--- src/rtl/lc3b_types.sv ---
// Shared LC-3b datapath types used by the MEM-stage data-memory sequencer.
package lc3b_types;

  localparam int unsigned WORD_W  = 16;
  localparam int unsigned WMASK_W = 2;

  typedef logic [WORD_W-1:0]  lc3b_word;
  typedef logic [WMASK_W-1:0] lc3b_mem_wmask;

  typedef enum logic [1:0] {
    IDLE,
    ACC1,
    ACC2,
    DONE
  } mem_state_t;

endpackage

--- src/rtl/mem_access_ctrl_if.sv ---
// Data-memory req/resp port: master is the MEM-stage sequencer, slave is the memory.
interface mem_access_ctrl_if;
  import lc3b_types::*;

  logic          dmem_read;
  logic          dmem_write;
  lc3b_word      dmem_address;
  lc3b_word      dmem_wdata;
  lc3b_mem_wmask dmem_byte_enable;
  logic          dmem_resp;
  lc3b_word      dmem_rdata;

  modport master (
    output dmem_read, dmem_write, dmem_address, dmem_wdata, dmem_byte_enable,
    input  dmem_resp, dmem_rdata
  );

  modport slave (
    input  dmem_read, dmem_write, dmem_address, dmem_wdata, dmem_byte_enable,
    output dmem_resp, dmem_rdata
  );

endinterface

--- src/rtl/byte_lane_unit.sv ---
// Byte-lane steering for LDB/STB: write enables, store-data replication, load extraction.
module byte_lane_unit
  import lc3b_types::*;
(
  input  logic          byte_op_i,
  input  logic          addr_lsb_i,
  input  lc3b_word      mdr_i,
  input  lc3b_word      rdata_i,
  output lc3b_mem_wmask be_c_o,
  output lc3b_word      wdata_c_o,
  output lc3b_word      rdata_c_o
);

  // addr_lsb_i=1 addresses the high byte of the aligned word
  assign be_c_o    = byte_op_i ? (addr_lsb_i ? 2'b10 : 2'b01) : 2'b11;
  assign wdata_c_o = byte_op_i ? {mdr_i[7:0], mdr_i[7:0]} : mdr_i;
  assign rdata_c_o = byte_op_i ? {8'h00, (addr_lsb_i ? rdata_i[15:8] : rdata_i[7:0])}
                               : rdata_i;

endmodule

--- src/rtl/mem_access_ctrl.sv ---
// MEM-stage data-memory sequencer: single/indirect accesses, byte lanes, pipeline stall.
// MEM_ACCESS_PERF_EN builds the access and stall-cycle performance counters.
module mem_access_ctrl
  import lc3b_types::*;
#(
  parameter int unsigned CNT_W = 32
) (
  input  logic                clk,
  input  logic                reset,
  input  logic                op_valid,
  input  logic                mem_rd,
  input  logic                mem_wr,
  input  logic                indirect,
  input  logic                byte_op,
  input  lc3b_word            mar_in,
  input  lc3b_word            mdr_in,
  input  logic                advance,
  mem_access_ctrl_if.master   dmem,
  output logic                mem_stall,
  output lc3b_word            load_data,
  output logic [CNT_W-1:0]    perf_accesses,
  output logic [CNT_W-1:0]    perf_stall_cycles
);

  mem_state_t    state_q, state_d;
  logic [14:0]   ptr_q, ptr_d;
  lc3b_word      data_q, data_d;
  logic          gap_q, gap_d;

  logic          live, first_rd, byte_acc;
  lc3b_word      a1_addr, a1_wdata;
  lc3b_mem_wmask a1_be;
  lc3b_mem_wmask lane_be;
  lc3b_word      lane_wdata, lane_rdata;

  logic          rd_c, wr_c, stall_c, fin_c, fin_rd_c;
  lc3b_word      addr_c, wdata_c;
  lc3b_mem_wmask be_c;

  byte_lane_unit u_lanes (
    .byte_op_i  (byte_acc),
    .addr_lsb_i (mar_in[0]),
    .mdr_i      (mdr_in),
    .rdata_i    (dmem.dmem_rdata),
    .be_c_o     (lane_be),
    .wdata_c_o  (lane_wdata),
    .rdata_c_o  (lane_rdata)
  );

  // First access: pointer fetch for LDI/STI, otherwise the op itself
  assign live     = op_valid & (mem_rd | mem_wr);
  assign first_rd = mem_rd | indirect;
  assign byte_acc = byte_op & ~indirect;
  assign a1_addr  = (byte_acc & ~first_rd) ? mar_in : {mar_in[15:1], 1'b0};
  assign a1_be    = first_rd ? 2'b11 : lane_be;
  assign a1_wdata = first_rd ? '0 : lane_wdata;

  always_ff @(posedge clk) begin
    if (reset) begin
      state_q <= IDLE;
      ptr_q   <= '0;
      data_q  <= '0;
      gap_q   <= 1'b0;
    end else begin
      state_q <= state_d;
      ptr_q   <= ptr_d;
      data_q  <= data_d;
      gap_q   <= gap_d;
    end
  end

  // Next state and the combinational request/stall outputs
  always_comb begin
    state_d  = state_q;
    ptr_d    = ptr_q;
    data_d   = data_q;
    gap_d    = 1'b0;
    rd_c     = 1'b0;
    wr_c     = 1'b0;
    addr_c   = '0;
    wdata_c  = '0;
    be_c     = '0;
    stall_c  = 1'b0;
    fin_c    = 1'b0;
    fin_rd_c = 1'b0;

    unique case (state_q)
      IDLE: begin
        if (live && !reset) begin
          rd_c    = first_rd;
          wr_c    = ~first_rd;
          addr_c  = a1_addr;
          wdata_c = a1_wdata;
          be_c    = a1_be;
          stall_c = 1'b1;
          state_d = ACC1;
        end
      end
      ACC1: begin
        rd_c    = first_rd;
        wr_c    = ~first_rd;
        addr_c  = a1_addr;
        wdata_c = a1_wdata;
        be_c    = a1_be;
        stall_c = 1'b1;
        if (dmem.dmem_resp) begin
          if (indirect) begin
            ptr_d   = dmem.dmem_rdata[15:1];
            gap_d   = 1'b1;
            state_d = ACC2;
          end else begin
            fin_c    = 1'b1;
            fin_rd_c = first_rd;
          end
        end
      end
      ACC2: begin
        stall_c = 1'b1;
        // gap_q marks the mandatory dead cycle between the two requests
        if (!gap_q) begin
          rd_c    = ~mem_wr;
          wr_c    = mem_wr;
          addr_c  = {ptr_q, 1'b0};
          wdata_c = mem_wr ? mdr_in : '0;
          be_c    = 2'b11;
          if (dmem.dmem_resp) begin
            fin_c    = 1'b1;
            fin_rd_c = ~mem_wr;
          end
        end
      end
      DONE: begin
        if (advance) state_d = IDLE;
      end
      default: state_d = IDLE;
    endcase

    if (fin_c) begin
      stall_c = 1'b0;
      state_d = advance ? IDLE : DONE;
      if (fin_rd_c) data_d = lane_rdata;
    end
  end

  assign dmem.dmem_read        = rd_c;
  assign dmem.dmem_write       = wr_c;
  assign dmem.dmem_address     = addr_c;
  assign dmem.dmem_wdata       = wdata_c;
  assign dmem.dmem_byte_enable = be_c;
  assign mem_stall             = stall_c;
  assign load_data             = fin_rd_c ? lane_rdata : data_q;

`ifdef MEM_ACCESS_PERF_EN
  logic [CNT_W-1:0] acc_cnt_q, stall_cnt_q;

  // Counts only responses that complete an outstanding request
  always_ff @(posedge clk) begin
    if (reset) begin
      acc_cnt_q   <= '0;
      stall_cnt_q <= '0;
    end else begin
      if (dmem.dmem_resp && (rd_c || wr_c)) acc_cnt_q <= acc_cnt_q + CNT_W'(1);
      if (stall_c) stall_cnt_q <= stall_cnt_q + CNT_W'(1);
    end
  end

  assign perf_accesses     = acc_cnt_q;
  assign perf_stall_cycles = stall_cnt_q;
`else
  assign perf_accesses     = '0;
  assign perf_stall_cycles = '0;
`endif

  a_rd_wr_excl: assert property (@(posedge clk) disable iff (reset)
    !(op_valid && mem_rd && mem_wr && !indirect));

endmodule
--- src/flat_wrapper.sv ---
// flat-port wrapper written by rule: the top's interface ports become plain ports
module mem_access_ctrl_flat import lc3b_types::*;
#(
  parameter int unsigned CNT_W = 32
)
  (clk, reset, op_valid, mem_rd, mem_wr, indirect, byte_op, mar_in, mdr_in, advance, mem_stall, load_data, perf_accesses, perf_stall_cycles, dmem_dmem_read, dmem_dmem_write, dmem_dmem_address, dmem_dmem_wdata, dmem_dmem_byte_enable, dmem_dmem_resp, dmem_dmem_rdata);
  mem_access_ctrl_if dmem_i ();
  input  logic clk;
  input  logic reset;
  input  logic op_valid;
  input  logic mem_rd;
  input  logic mem_wr;
  input  logic indirect;
  input  logic byte_op;
  input  lc3b_word mar_in;
  input  lc3b_word mdr_in;
  input  logic advance;
  output logic mem_stall;
  output lc3b_word load_data;
  output logic [CNT_W-1:0] perf_accesses;
  output logic [CNT_W-1:0] perf_stall_cycles;
  output wire logic [$bits(dmem_i.dmem_read)-1:0] dmem_dmem_read;
  output wire logic [$bits(dmem_i.dmem_write)-1:0] dmem_dmem_write;
  output wire logic [$bits(dmem_i.dmem_address)-1:0] dmem_dmem_address;
  output wire logic [$bits(dmem_i.dmem_wdata)-1:0] dmem_dmem_wdata;
  output wire logic [$bits(dmem_i.dmem_byte_enable)-1:0] dmem_dmem_byte_enable;
  input wire logic [$bits(dmem_i.dmem_resp)-1:0] dmem_dmem_resp;
  input wire logic [$bits(dmem_i.dmem_rdata)-1:0] dmem_dmem_rdata;
  assign dmem_dmem_read = dmem_i.dmem_read;
  assign dmem_dmem_write = dmem_i.dmem_write;
  assign dmem_dmem_address = dmem_i.dmem_address;
  assign dmem_dmem_wdata = dmem_i.dmem_wdata;
  assign dmem_dmem_byte_enable = dmem_i.dmem_byte_enable;
  assign dmem_i.dmem_resp = dmem_dmem_resp;
  assign dmem_i.dmem_rdata = dmem_dmem_rdata;
  mem_access_ctrl #(.CNT_W(CNT_W)) u_core (.clk(clk), .reset(reset), .op_valid(op_valid), .mem_rd(mem_rd), .mem_wr(mem_wr), .indirect(indirect), .byte_op(byte_op), .mar_in(mar_in), .mdr_in(mdr_in), .advance(advance), .dmem(dmem_i), .mem_stall(mem_stall), .load_data(load_data), .perf_accesses(perf_accesses), .perf_stall_cycles(perf_stall_cycles));
endmodule
--- config.mk ---
export PLATFORM = sky130hd
export DESIGN_NAME = mem_access_ctrl_flat
export DESIGN_NICKNAME = d
export VERILOG_FILES = /design/src/rtl/lc3b_types.sv /design/src/rtl/mem_access_ctrl_if.sv /design/src/rtl/byte_lane_unit.sv /design/src/rtl/mem_access_ctrl.sv /design/src/flat_wrapper.sv
export SDC_FILE = /design/constraint.sdc
export NUM_CORES = 1
export LEC_CHECK = 0
export CAP_MARGIN = 20
export CELL_PAD_IN_SITES_DETAIL_PLACEMENT = 0
export CELL_PAD_IN_SITES_GLOBAL_PLACEMENT = 2
export CORE_ASPECT_RATIO = 1.1
export CORE_UTILIZATION = 19
export DETAILED_ROUTE_END_ITERATION = 6
export PLACE_DENSITY_LB_ADDON = 0.1
export SKIP_LAST_GASP = 1
export SLEW_MARGIN = 40
export SYNTH_ARGS = -nofsm -noshare
export SYNTH_HDL_FRONTEND = slang
export SYNTH_SLANG_ARGS = --single-unit
--- constraint.sdc ---
create_clock -name clk -period 5 [get_ports clk]
set_clock_uncertainty 0.2 [all_clocks]
set_input_delay 1 -clock clk [delete_from_list [all_inputs] [get_ports clk]]
set_output_delay 1 -clock clk [all_outputs]
set_load 0.05 [all_outputs]
; ---- Word-level counts from Yosys, hierarchy flattened
; Cells that the tools add are included.
[totals]
register_bits = 34
word_cells = 75
out_inout_bits = 117
inputBits = 57
[classes]
n_reduce_logical = 8
bitwise = 10
muxes = 46
eq_ne = 7
[ops]
columns = op, count
row1 = $mux W16, 9
row2 = $pmux W16 S3, 2
row3 = $mux W2, 11
row4 = $mux W1, 16
row5 = $pmux W2 S3, 2
row6 = $ne A3 B2 Y1 const B, 3
row7 = $mux W8, 1
row8 = $pmux W1 S2, 3
row9 = $pmux W1 S3, 2
row10 = $not A1 Y1, 5
row11 = $reduce_and A5 Y1, 1
row12 = $eq A2 B2 Y1 const B, 2
row13 = $reduce_bool A4 Y1, 1
row14 = $and A1 B1 Y1, 3
row15 = $ne A3 B1 Y1 const B, 1
row16 = $reduce_and A3 Y1, 1
row17 = $reduce_or A3 Y1, 1
row18 = $eq A2 B1 Y1 const B, 1
row19 = $logic_not A2 Y1, 1
row20 = $or A1 B1 Y1, 2
row21 = $reduce_or A2 Y1, 1
row22 = $logic_and A1 B1 Y1, 1
row23 = $logic_not A1 Y1, 1

; ---- Logic depth before layout (Yosys ltp)
[logic_depth]
depth_word = 6
ltp_mapped = 10
ltp_nobuf = 7

; ---- Hierarchy
; Synthesis repeated with hierarchy kept, for this count alone.
[hier_totals]
cells_unflattened = 325
area_unflattened_um2 = 2805.2
[modules_own_cells]
columns = module, area_per_inst_um2, n_inst, cells_each, seq_area_each_um2
row1 = mem_access_ctrl, 2432.3, 1, 289, 680.7
row2 = byte_lane_unit, 372.9, 1, 36, 0.0

; ---- Worst setup path after synthesis
; No wires, ideal clock.
[synth_path]
path_type = input port to output port
from = input reset
to = output dmem_dmem_wdata[0]
setup_slack_ns = 0.769
required_ns = 3.800
arrival_ns = 3.031
path_buffers = 1
stages = 5
cell_sequence = buf_2 > nor3_4 > o21ai_0 > a21oi_1 > and2_1
[synth_between]
elab_chain_cells = 4
[synth_lines]
columns = element, line_no
row1 = start: declaration, flat_wrapper.sv:9  ; input logic reset;
row2 = $logic_not A1 Y1, mem_access_ctrl.sv:89  ; if (live && !reset) begin
row3 = $logic_and A1 B1 Y1, mem_access_ctrl.sv:89
row4 = $mux W16, mem_access_ctrl.sv:89
row5 = $pmux W16 S3, mem_access_ctrl.sv:87  ; unique case (state_q)
row6 = end: declaration, flat_wrapper.sv:25  ; output wire logic [$bits(dmem_i.dmem_wdata)-1:0] dmem_dmem_wdata;
; No other way between the ends.

; ---- Final worst setup path
[layout_path]
from = input mem_rd
to = output dmem_dmem_wdata[9]
[layout_between]
elab_chain_cells = 5
word_cells_on_any_way = 7
classes_between = mux: 3 / bitwise: 3 / reduce/logical: 1
[layout_lines]
columns = element, line_no
row1 = start: declaration, flat_wrapper.sv:11  ; input logic mem_rd;
row2 = $or A1 B1 Y1, mem_access_ctrl.sv:51  ; assign live = op_valid & (mem_rd | mem_wr);
row3 = $and A1 B1 Y1, mem_access_ctrl.sv:51
row4 = $logic_and A1 B1 Y1, mem_access_ctrl.sv:89
row5 = $mux W16, mem_access_ctrl.sv:89
row6 = $pmux W16 S3 (*), mem_access_ctrl.sv:87
; Every way passes the cells marked *; elsewhere a longest branch is shown, timed or not.

==> run_summary.xml <==
<?xml version="1.0" encoding="UTF-8"?>
<metrics>
  <group name="run_status">
    <metric name="run_status" unit="">completed</metric>
  </group>
  <group name="clock_tree">
    <metric name="post_cts.repair.setup_buffers" unit="">0</metric>
    <metric name="cts_made_buffers" unit="">5</metric>
    <metric name="numClockSinks" unit="">34</metric>
    <metric name="ctsHoldBuffers" unit="">0</metric>
    <metric name="worst_skew_pair.late_latency" unit="ns">0.27</metric>
    <metric name="max-clock-path-buffers" unit="">2</metric>
    <metric name="tritoncts_clock_tree" unit="">yes</metric>
    <metric name="cts.repair.resized" unit="">0</metric>
    <metric name="root_buffer" unit="">clkbuf_16</metric>
    <metric name="worst_setup_hold_path_clk_slew" unit="ns">0.05</metric>
    <metric name="cts-htree-levels" unit="">2</metric>
  </group>
  <group name="layout">
    <metric name="final_cell_mix" unit="">conb_1, clkdlybuf4s50_1, buf_12, nand2_1, a21oi_1</metric>
    <metric name="area.growth.synth_to_final" unit="%">67.6</metric>
    <metric name="nNetsFinal" unit="">477</metric>
    <metric name="most_frequent_standard_cell_in_the_layout_excluding_fill_and_tap_cells" unit="">conb_1</metric>
    <metric name="diodes" unit="">0</metric>
    <metric name="multi_input_comb_area" unit="um2">1430</metric>
    <metric name="fin_util" unit="">0.326</metric>
    <metric name="fill_cells" unit="">1317</metric>
    <metric name="final_layout_size_suffix_gt1_frac" unit="">0.183</metric>
    <metric name="sequential_cell_area" unit="um2">681</metric>
  </group>
  <group name="synth">
    <metric name="post_synth_instance_area" unit="um2">2460</metric>
    <metric name="synth_async_sr_flop_share" unit="">0</metric>
    <metric name="synth-seq-cells" unit="">34</metric>
    <metric name="synth-warning-count" unit="">0</metric>
    <metric name="synth_cell_types" unit="">37</metric>
    <metric name="synthCells" unit="">313</metric>
    <metric name="yosysSeqAreaShare" unit="">0.276</metric>
    <metric name="yosys_most_used_dff" unit="">dfxtp_1</metric>
    <metric name="synth_edf_count" unit="">0</metric>
    <metric name="syn_area_per_cell" unit="um2">7.87</metric>
  </group>
  <group name="pwr">
    <metric name="power_leakage" unit="uW">0.00172</metric>
    <metric name="vdd_ir_drop_max" unit="uV">128</metric>
    <metric name="p_per_area" unit="nW/um2">260</metric>
  </group>
  <group name="placement">
    <metric name="port_buffers" unit="">109</metric>
    <metric name="dp_hpwl" unit="um">6120</metric>
    <metric name="globalplace.congestion" unit="">0.740</metric>
  </group>
  <group name="global_routing">
    <metric name="maximum_number_of_pins_on_one_net_before_global_route_repair" unit="">36</metric>
    <metric name="grt_pass1_wl" unit="um">11700</metric>
    <metric name="first_global_vias" unit="">2187</metric>
    <metric name="antenna_violations_before_repair" unit="">0</metric>
    <metric name="grt.total_usage" unit="">0.112</metric>
    <metric name="global_route.overflow_total" unit="">0</metric>
  </group>
  <group name="drt">
    <metric name="drcViolationCount" unit="">0</metric>
    <metric name="routed_wirelength" unit="um">7700</metric>
    <metric name="vias" unit="">2281</metric>
    <metric name="dr.pass1.iters" unit="">4</metric>
    <metric name="avgRoutedWirePerCell" unit="um">13.4</metric>
    <metric name="detail_route.vias_per_cell" unit="">3.98</metric>
    <metric name="detail-route-antenna-nets" unit="">0</metric>
    <metric name="detailedRoute.firstIterationViolations" unit="">83</metric>
  </group>
  <group name="setup_path">
    <metric name="critical-path-top-delay-family" unit="">buffers and inverters</metric>
    <metric name="worst_path_max_delay_cell" unit="">clkdlybuf4s50_1</metric>
    <metric name="r2r_slack" unit="ns">2.69</metric>
    <metric name="critical_path.cell_chain" unit="">clkdlybuf4s50_1, nor2_2, nor3_4, o21bai_4, o41ai_4, a22o_1, buf_12</metric>
    <metric name="r2r_end" unit="">u_core.data_q[3]$_SDFFE_PP0P_</metric>
    <metric name="worstSetupStartpointType" unit="">input port</metric>
    <metric name="critPathRequiredTime" unit="ns">3.80</metric>
    <metric name="critical_path_class" unit="">in2out</metric>
    <metric name="crit_fanout" unit="">8</metric>
    <metric name="cp_data_arrival_time" unit="ns">3.11</metric>
    <metric name="rr_startpoint" unit="">u_core.state_q[1]$_SDFFE_PP0P_</metric>
    <metric name="crit_path_max_incr_delay" unit="ns">0.72</metric>
    <metric name="critical_path_buf_inv_count" unit="">2</metric>
    <metric name="r2r.worst_path.cells" unit="">8</metric>
    <metric name="worst_setup_end_kind" unit="">primary output</metric>
  </group>
  <group name="floorplan">
    <metric name="ioPinCount" unit="">174</metric>
    <metric name="count_of_standard_cell_rows" unit="">43</metric>
    <metric name="overall_die_height" unit="um">121</metric>
    <metric name="total_die_area" unit="um2">13400</metric>
    <metric name="start_util" unit="">0.195</metric>
    <metric name="core_area" unit="um2">12600</metric>
    <metric name="dieWidth" unit="um">111</metric>
  </group>
  <group name="min_path">
    <metric name="worst_hold_path.num_cells" unit="">2</metric>
    <metric name="path_type_of_the_worst_min_delay_path" unit="">reg2reg</metric>
    <metric name="hold_path_end" unit="">u_core.ptr_q[1]$_SDFFE_PP0P_</metric>
    <metric name="min_from" unit="">u_core.ptr_q[1]$_SDFFE_PP0P_</metric>
  </group>
  <group name="timing">
    <metric name="finalCritPeriodShare" unit="">0.862</metric>
    <metric name="timing.final.max_slew_violations" unit="">0</metric>
    <metric name="timing.max_slew.rel_slack" unit="">0.518</metric>
    <metric name="final_period_minus_worst_setup_slack" unit="ns">4.31</metric>
    <metric name="timing.final.setup_violations" unit="">0</metric>
    <metric name="rsz0062_at_grt" unit="">no</metric>
    <metric name="max_freq" unit="MHz">232</metric>
    <metric name="fin_tns_setup" unit="ns">0</metric>
    <metric name="timing.final.hold_violations" unit="">0</metric>
    <metric name="tightestPinTransition" unit="ns">0.722</metric>
  </group>
  <group name="job">
    <metric name="max-cap-violations" unit="">0</metric>
  </group>
</metrics>
worst min-delay path, cell delays in order, from the launching register on:
cell and delay, ns:
dfxtp_1 0.31, nand2_1 0.05, a21oi_1 0.05
per-stage QoR:
step	setup slack, ns	cell area (um2)	total power (uW)	cells	hold WS, ns
after floorplan	0.769	2700	592	376	0.237
after global placement	0.734	3960	732	565	0.247
after detailed placement	0.690	3960	731	565	0.251
after CTS	0.681	4130	1090	573	0.258
after global routing	0.516	4130	1120	573	0.285
final	0.688	4130	1070	573	0.257
registers in the layout (all words and copies together), names as in the netlist:
name	cells
u_core.data_q	16
u_core.gap_q	1
u_core.ptr_q	15
u_core.state_q	2
worst max-delay path by stage:
stage,from,endpoint,slack (ns),cells after the start
global placement,mem_rd,dmem_dmem_wdata[12],0.73,7
floorplan,reset,dmem_dmem_wdata[0],0.77,5
finish,mem_rd,dmem_dmem_wdata[9],0.69,7
CTS,mem_rd,dmem_dmem_wdata[9],0.68,7
global route,mem_rd,dmem_dmem_wdata[12],0.52,7
detailed placement,mem_rd,dmem_dmem_wdata[9],0.69,7
layout make-up:
cell class,count,share of cell area
clock inverter,3,0.00970
sequential,34,0.165
tap,157,0.0476
clock buffer,5,0.0303
inverter,3,0.00273
timing repair buffer,113,0.397
multi-input combinational,258,0.347
power breakdown:
part           switching [uW]  internal [uW]
Sequential               3.30            276
Combinational             282            161
Clock                     116            233
logic make-up (layout without fill, tap and decap cells):
| logic type | count (synthesis) | after routing | share of synthesized area |
|---|---|---|---|
| AO/OA/AOI/OAI | 77 | 77 | 0.224 |
| adder cells (fa/ha/maj) | 5 | 5 | 0.0254 |
| buffers and inverters | 84 | 124 | 0.238 |
| flip-flops | 34 | 34 | 0.276 |
| multiplexers | 10 | 10 | 0.0412 |
| other | 1 | 64 | 0.00152 |
| AND/OR/NAND/NOR | 102 | 102 | 0.194 |
per-layer routing:
layer  vias to the layer above  track usage  part of all wire
met5                         -            0                 0
met4                         0       0.0275            0.0055
met3                         2       0.0345             0.069
met2                       103        0.184              0.47
met1                      1030        0.142              0.45
li1                       1146            -                 -
cells in the mapped netlist, types with 2 or more instances:
master | count | share of area
ha_1 | 5 | 0.025
inv_1 | 3 | 0.0046
clkbuf_1 | 7 | 0.011
mux2i_1 | 9 | 0.037
buf_2 | 4 | 0.0081
nand2b_1 | 3 | 0.0076
nand3_1 | 10 | 0.020
and2_1 | 8 | 0.020
a22o_1 | 23 | 0.082
buf_4 | 69 | 0.21
a211oi_1 | 8 | 0.024
nor3_1 | 5 | 0.010
nand2_1 | 49 | 0.075
nand3b_1 | 2 | 0.0061
a21oi_1 | 35 | 0.071
o21ai_0 | 4 | 0.0081
nor2_1 | 16 | 0.024
dfxtp_1 | 34 | 0.28
(Power assumes the default switching activity.)
